===== config.mk =====
export PLATFORM = sky130hd
export DESIGN_NAME = fetch_sequencer
export DESIGN_NICKNAME = d
export VERILOG_FILES = /design/src/rtl/fetch_seq_pkg.sv /design/src/rtl/fetch_sequencer_next_pc.sv /design/src/rtl/fetch_sequencer.sv
export SDC_FILE = /design/constraint.sdc
export NUM_CORES = 1
export LEC_CHECK = 0
export ABC_AREA = 1
export ABC_CLOCK_PERIOD_IN_PS = 5300
export BUFFER_PORTS_ARGS = -buffer_cell sky130_fd_sc_hd__buf_4
export CAP_MARGIN = 20
export CORE_MARGIN = 4
export CORE_UTILIZATION = 45
export CTS_CLUSTER_DIAMETER = 30
export DETAILED_ROUTE_END_ITERATION = 6
export HOLD_SLACK_MARGIN = 0.05
export PLACE_DENSITY = 0.71
export SYNTH_ARGS = -nofsm -noshare
export SYNTH_HDL_FRONTEND = slang
export SYNTH_SLANG_ARGS = --single-unit

===== constraint.sdc =====
create_clock -name clk -period 5.3 [get_ports clk]
set_input_delay 0.795 -clock clk [delete_from_list [all_inputs] [get_ports clk]]
set_output_delay 0.795 -clock clk [all_outputs]
set_load 0.1 [all_outputs]

===== src/rtl/fetch_seq_pkg.sv =====
// Shared types and constants for the SEQ core fetch sequencer.
package fetch_seq_pkg;

  typedef enum logic [1:0] {
    ST_REQ  = 2'd0,
    ST_HOLD = 2'd1,
    ST_HALT = 2'd2
  } fetch_state_e;

  localparam logic [31:0] INSTR_BYTES  = 32'd4;
  localparam logic [31:0] DEF_RESET_PC = 32'h0000_0000;
  localparam logic [31:0] DEF_TRAP_VEC = 32'h0000_0100;

endpackage


===== src/rtl/fetch_sequencer_next_pc.sv =====
// Combinational next-PC computation for an accepted instruction.
module next_pc_calc
  import fetch_seq_pkg::*;
(
  input  logic [31:0] instr_pc,
  input  logic        branch,
  input  logic        alu_zero,
  input  logic [63:0] imm,
  output logic [31:0] target,
  output logic        misaligned
);

  // Only the low word of the immediate can reach a 32-bit PC.
  logic unused_imm_hi_s;
  assign unused_imm_hi_s = ^imm[63:32];

  // Select taken-branch or sequential target, both modulo 2^32
  always_comb begin
    if (branch && alu_zero) begin
      target = instr_pc + (imm[31:0] << 1'b1);
    end else begin
      target = instr_pc + INSTR_BYTES;
    end
  end

  assign misaligned = (target[1:0] != 2'b00);

endmodule


===== src/rtl/fetch_sequencer.sv =====
// Program counter and single-outstanding imem fetch handshake for the SEQ core.
module fetch_sequencer
  import fetch_seq_pkg::*;
#(
  parameter logic [31:0] RESET_PC = DEF_RESET_PC,
  parameter logic [31:0] TRAP_VEC = DEF_TRAP_VEC
) (
  input  logic        clk,
  input  logic        reset,
  output logic        imem_req,
  output logic [31:0] imem_addr,
  input  logic        imem_ack,
  input  logic [31:0] imem_rdata,
  output logic        instr_valid,
  output logic [31:0] instr,
  output logic [31:0] instr_pc,
  input  logic        instr_ready,
  input  logic        branch,
  input  logic        alu_zero,
  input  logic [63:0] imm,
  input  logic        trap,
  input  logic        resume,
  output logic        misalign,
  output logic        halted
);

  fetch_state_e state_q, state_d;
  logic [31:0]  pc_q, pc_d;
  logic [31:0]  instr_q, instr_d;
  logic [31:0]  instr_pc_q, instr_pc_d;
  logic         instr_valid_q, instr_valid_d;
  logic         misalign_q, misalign_d;
  logic         squash_q, squash_d;
  logic [31:0]  target_s;
  logic         target_misaligned_s;

  next_pc_calc u_next_pc (
    .instr_pc   (instr_pc_q),
    .branch     (branch),
    .alu_zero   (alu_zero),
    .imm        (imm),
    .target     (target_s),
    .misaligned (target_misaligned_s)
  );

  // Next-state and datapath selection for the fetch FSM
  always_comb begin
    state_d       = state_q;
    pc_d          = pc_q;
    instr_d       = instr_q;
    instr_pc_d    = instr_pc_q;
    instr_valid_d = instr_valid_q;
    misalign_d    = misalign_q;
    squash_d      = squash_q;
    case (state_q)
      ST_REQ: begin
        if (imem_ack) begin
          if (trap || squash_q) begin
            // Response belongs to a fetch made stale by a trap: drop it.
            pc_d     = TRAP_VEC;
            squash_d = 1'b0;
          end else begin
            instr_d       = imem_rdata;
            instr_pc_d    = pc_q;
            instr_valid_d = 1'b1;
            state_d       = ST_HOLD;
          end
        end else begin
          // Request must stay stable until acked, so defer the redirect.
          if (trap) begin
            squash_d = 1'b1;
          end else begin
            squash_d = squash_q;
          end
        end
      end
      ST_HOLD: begin
        if (trap) begin
          pc_d          = TRAP_VEC;
          instr_valid_d = 1'b0;
          state_d       = ST_REQ;
        end else if (instr_valid_q && instr_ready) begin
          instr_valid_d = 1'b0;
          if (target_misaligned_s) begin
            misalign_d = 1'b1;
            state_d    = ST_HALT;
          end else begin
            pc_d    = target_s;
            state_d = ST_REQ;
          end
        end else begin
          state_d = ST_HOLD;
        end
      end
      ST_HALT: begin
        if (resume) begin
          misalign_d = 1'b0;
          pc_d       = TRAP_VEC;
          state_d    = ST_REQ;
        end else begin
          state_d = ST_HALT;
        end
      end
      default: begin
        state_d       = ST_REQ;
        instr_valid_d = 1'b0;
      end
    endcase
  end

  // FSM state and datapath registers
  always_ff @(posedge clk or posedge reset) begin
    if (reset) begin
      state_q       <= ST_REQ;
      pc_q          <= RESET_PC;
      instr_q       <= 32'd0;
      instr_pc_q    <= 32'd0;
      instr_valid_q <= 1'b0;
      misalign_q    <= 1'b0;
      squash_q      <= 1'b0;
    end else begin
      state_q       <= state_d;
      pc_q          <= pc_d;
      instr_q       <= instr_d;
      instr_pc_q    <= instr_pc_d;
      instr_valid_q <= instr_valid_d;
      misalign_q    <= misalign_d;
      squash_q      <= squash_d;
    end
  end

  // Gating with reset drops the request the moment reset asserts.
  assign imem_req    = (state_q == ST_REQ) && !reset;
  assign imem_addr   = pc_q;
  assign instr_valid = instr_valid_q;
  assign instr       = instr_q;
  assign instr_pc    = instr_pc_q;
  assign misalign    = misalign_q;
  assign halted      = (state_q == ST_HALT);

endmodule


==> metrics.md <==
| Metric | Value |
|---|---|
| Status | finished, final reports clean |
| CTS tree | done |
| Initial DRC count | 547 |
| Worst Setup Start Kind | input port |
| Crit path max-delay cell type | nand4_2 |
| Vias in the first global route | 7233 |
| Required time of the critical path | 5.56 ns |
| Worst-Margin Slew | 1.07 ns |
| Ant. Diodes | 0 |
| Root buf cell | clkbuf_16 |
| Setup Skew | 0.00798 ns |
| Crit end category | flop |
| Core Util, Final | 56.9% |
| Area post-placement | 8690 µm² |
| Antenna violations before repair | 0 |
| CTS H-Tree Depth | 3 |
| Prevailing post-synth register cell | dfrtp_1 |
| Data arrival, critical path | 3.73 ns |
| Final Max Slew Viols | 0 |
| Worst skew pair latency | 0.35 ns |
| Worst setup margin | 1.83 ns |
| P&R area growth vs syn | 24.5% |
| Register area share after synthesis | 34.9% |
| Syn nets | 1221 |
| Final Power | 6.29 mW |
| Rel. slew slack | 28.9% |
| Site row count | 46 |
| Hold Path Class | flop to flop |
| First-pass DRT Iterations | 5 |
| Clock Sinks | 101 |
| Crit-path cells | buf_4 > nand2_1 > buf_4 > inv_1 > nand2_1 > nand3_1 > inv_1 > nand4_2 > inv_1 > nand3_1 > o21ai_0 |
| Reg2reg end | imem_addr[17] |
| Place WS | 1.51 ns |
| CP bufs+invs | 5 |
| Maximum vdd drop | 0.000548 V |
| Worst hold stages | 2 |
| Min Clock Period, post-route | 3.47 ns |
| Initial Util | 45.7% |
| Input/output buffers | 170 |
| Synth area leader | dfrtp_1 |
| Post-route clock period utilization | 65.5% |
| Worst R2R Start | instr_pc[1] |
| Max-cap viol count | 0 |
| Longest Clk Path Bufs | 2 |
| Mapped Cells | 1085 |
| Async SR Flop Fraction | 100% |
| Setup Fix Bufs, Post-CTS | 0 |
| Yosys warns | 0 |
| Setup-failing EPs final | 0 |
| Placed Cells incl. Taps | 1452 |
| Gates resized, CTS repair | 0 |
| Post-route cell area | 9010 µm² |
| Worst min-delay path startpoint | misalign |
| Crit-path leading delay family | buffers and inverters |
| Post-Syn Area | 7230 µm² |
| Post-route ant nets | 0 |
| FMAX | 0.288 GHz |
| Most frequent cells in the layout | nand2_1 (372), buf_4 (172), inv_1 (168) |
| CTS Hold Buffers Added | 0 |
| Final Hold Violating Endpoints | 0 |
| Die width | 135 µm |
| Critical path fanouts, max | 32 |
| Synth unique cells | 36 |
| Total track usage | 24.9% |
| Commonest non-fill, non-tap cell in the layout | nand2_1 |
| DR vias | 7441 |
| Worst setup path class | input port to flop |
| WL/cell | 15.4 µm |
| Top cell type's share of synthesized area | 34.9% |
| Cells on worst reg2reg path | 10 |
| I/O pin cnt | 204 |
| Hold_ws | 0.481 ns |
| Nets@finish | 1383 |
| Mapped Avg Cell Area | 6.67 µm² |
| DR vias/cell | 5.07 |
| Clock buffer count from CTS | 9 |
| Static Leak | 4.90 nW |
| Register bit total from synthesis | 101 |
| Largest net degree at the start of global routing | 96 |
| RSZ-0062 raised after global routing | no |
| Placeable Area | 15800 µm² |
| Hold endpoint | misalign |
| Post-synth EDFFs | 0 |
| CP max stage delay | 0.64 ns |
| Die height | 135 µm |
| Clock transition at the registers of the reported paths | 0.07 ns |
| First-pass GRT wire length | 35900 µm |
| Total global routing overflow | 0 |
| GPL Wtd Cong | 0.933 |
| Most used cell, CP | inv_1 |
| Reg-to-reg setup timing slack | 2.74 ns |
| DP HPWL | 17900 µm |
| WL final | 22600 µm |
| Die area | 18200 µm² |
| Layout Cells excl Fill | 1467 |
| PD cells | 698 nW/µm² |
| Remaining DRCs | 0 |
| Top post-synthesis cells by area | dfrtp_1 (35%), nand2_1 (19%), inv_1 (8.8%) |
| Share of layout cells above drive strength 1 | 18.9% |
| Setup_tns | 0 ns |
## per-layer routing
layer | part of all wire [%] | GRT usage, % | up-vias | wire length (µm)
li1 | - | - | 3732 | -
met1 | 43 | 32.9 | 3393 | 9760
met2 | 46 | 41.0 | 278 | 10400
met3 | 8.8 | 5.89 | 38 | 1980
met4 | 2.2 | 7.30 | 0 | 497
met5 | 0 | 0 | - | 0
## how the worst max path moves through the flow
stage | startpoint | to | cells past startpoint
floorplan | reset | imem_addr[0] | 1
global placement | branch | imem_addr[12] | 11
detailed placement | branch | imem_addr[12] | 11
CTS | branch | imem_addr[11] | 11
global route | branch | imem_addr[12] | 11
finish | branch | imem_addr[12] | 11
## sequential cells by signal, summed over array words and instances, names as in the netlist
signal,flops
squash_q,1
misalign,1
instr_pc,32
imem_addr,32
state_q,2
instr_valid,1
instr,32
## cell usage after synthesis, types with 2 or more instances
cell / number
a21oi_1: 56
a21oi_2: 4
buf_2: 10
buf_6: 2
clkbuf_1: 7
dfrtp_1: 101
ha_1: 31
inv_1: 169
mux2_2: 34
nand2_1: 373
nand3_1: 81
nand4_1: 6
nor2_1: 110
nor2_2: 4
nor3_1: 13
nor3_2: 2
o211ai_1: 2
o21ai_0: 47
o21bai_1: 3
o22ai_1: 3
or2_2: 2
xnor2_1: 2
xor2_1: 10
## tightest hold or removal path: cells and delay by family (launching register included)
| family | cells | cell delay [ns] |
|---|---|---|
| flops | 1 | 0.34 |
| simple gates | 2 | 0.10 |
## kinds of logic (layout without fill, tap and decap cells)
logic type      count (synthesis)  in the layout  synth area share, %
mux                            34             34                 5.29
flops                         101            101                 34.9
fa+ha+maj                      32             32                 5.64
xor+xnor                       12             12                 1.45
compound gates                121            121                 8.99
simple gates                  595            595                 33.4
buf+inv                       190            356                 10.3
## area by class of cell
cell class | count | area [µm²]
fillers | 1540 | 6820
well taps | 216 | 270
inverters | 169 | 637
repair buffers | 172 | 1290
clock buffers | 11 | 243
multi-input cells | 794 | 3970
clock inverters | 4 | 72.6
flip-flops and latches | 101 | 2530
## report_power, final
group | internal [mW] | switching [mW] | total [mW]
Clock | 0.424 | 0.289 | 0.713
Sequential | 1.05 | 0.331 | 1.38
Combinational | 0.960 | 3.23 | 4.19
Total | 2.44 | 3.85 | 6.29
Power figures use the tool's default switching activity.
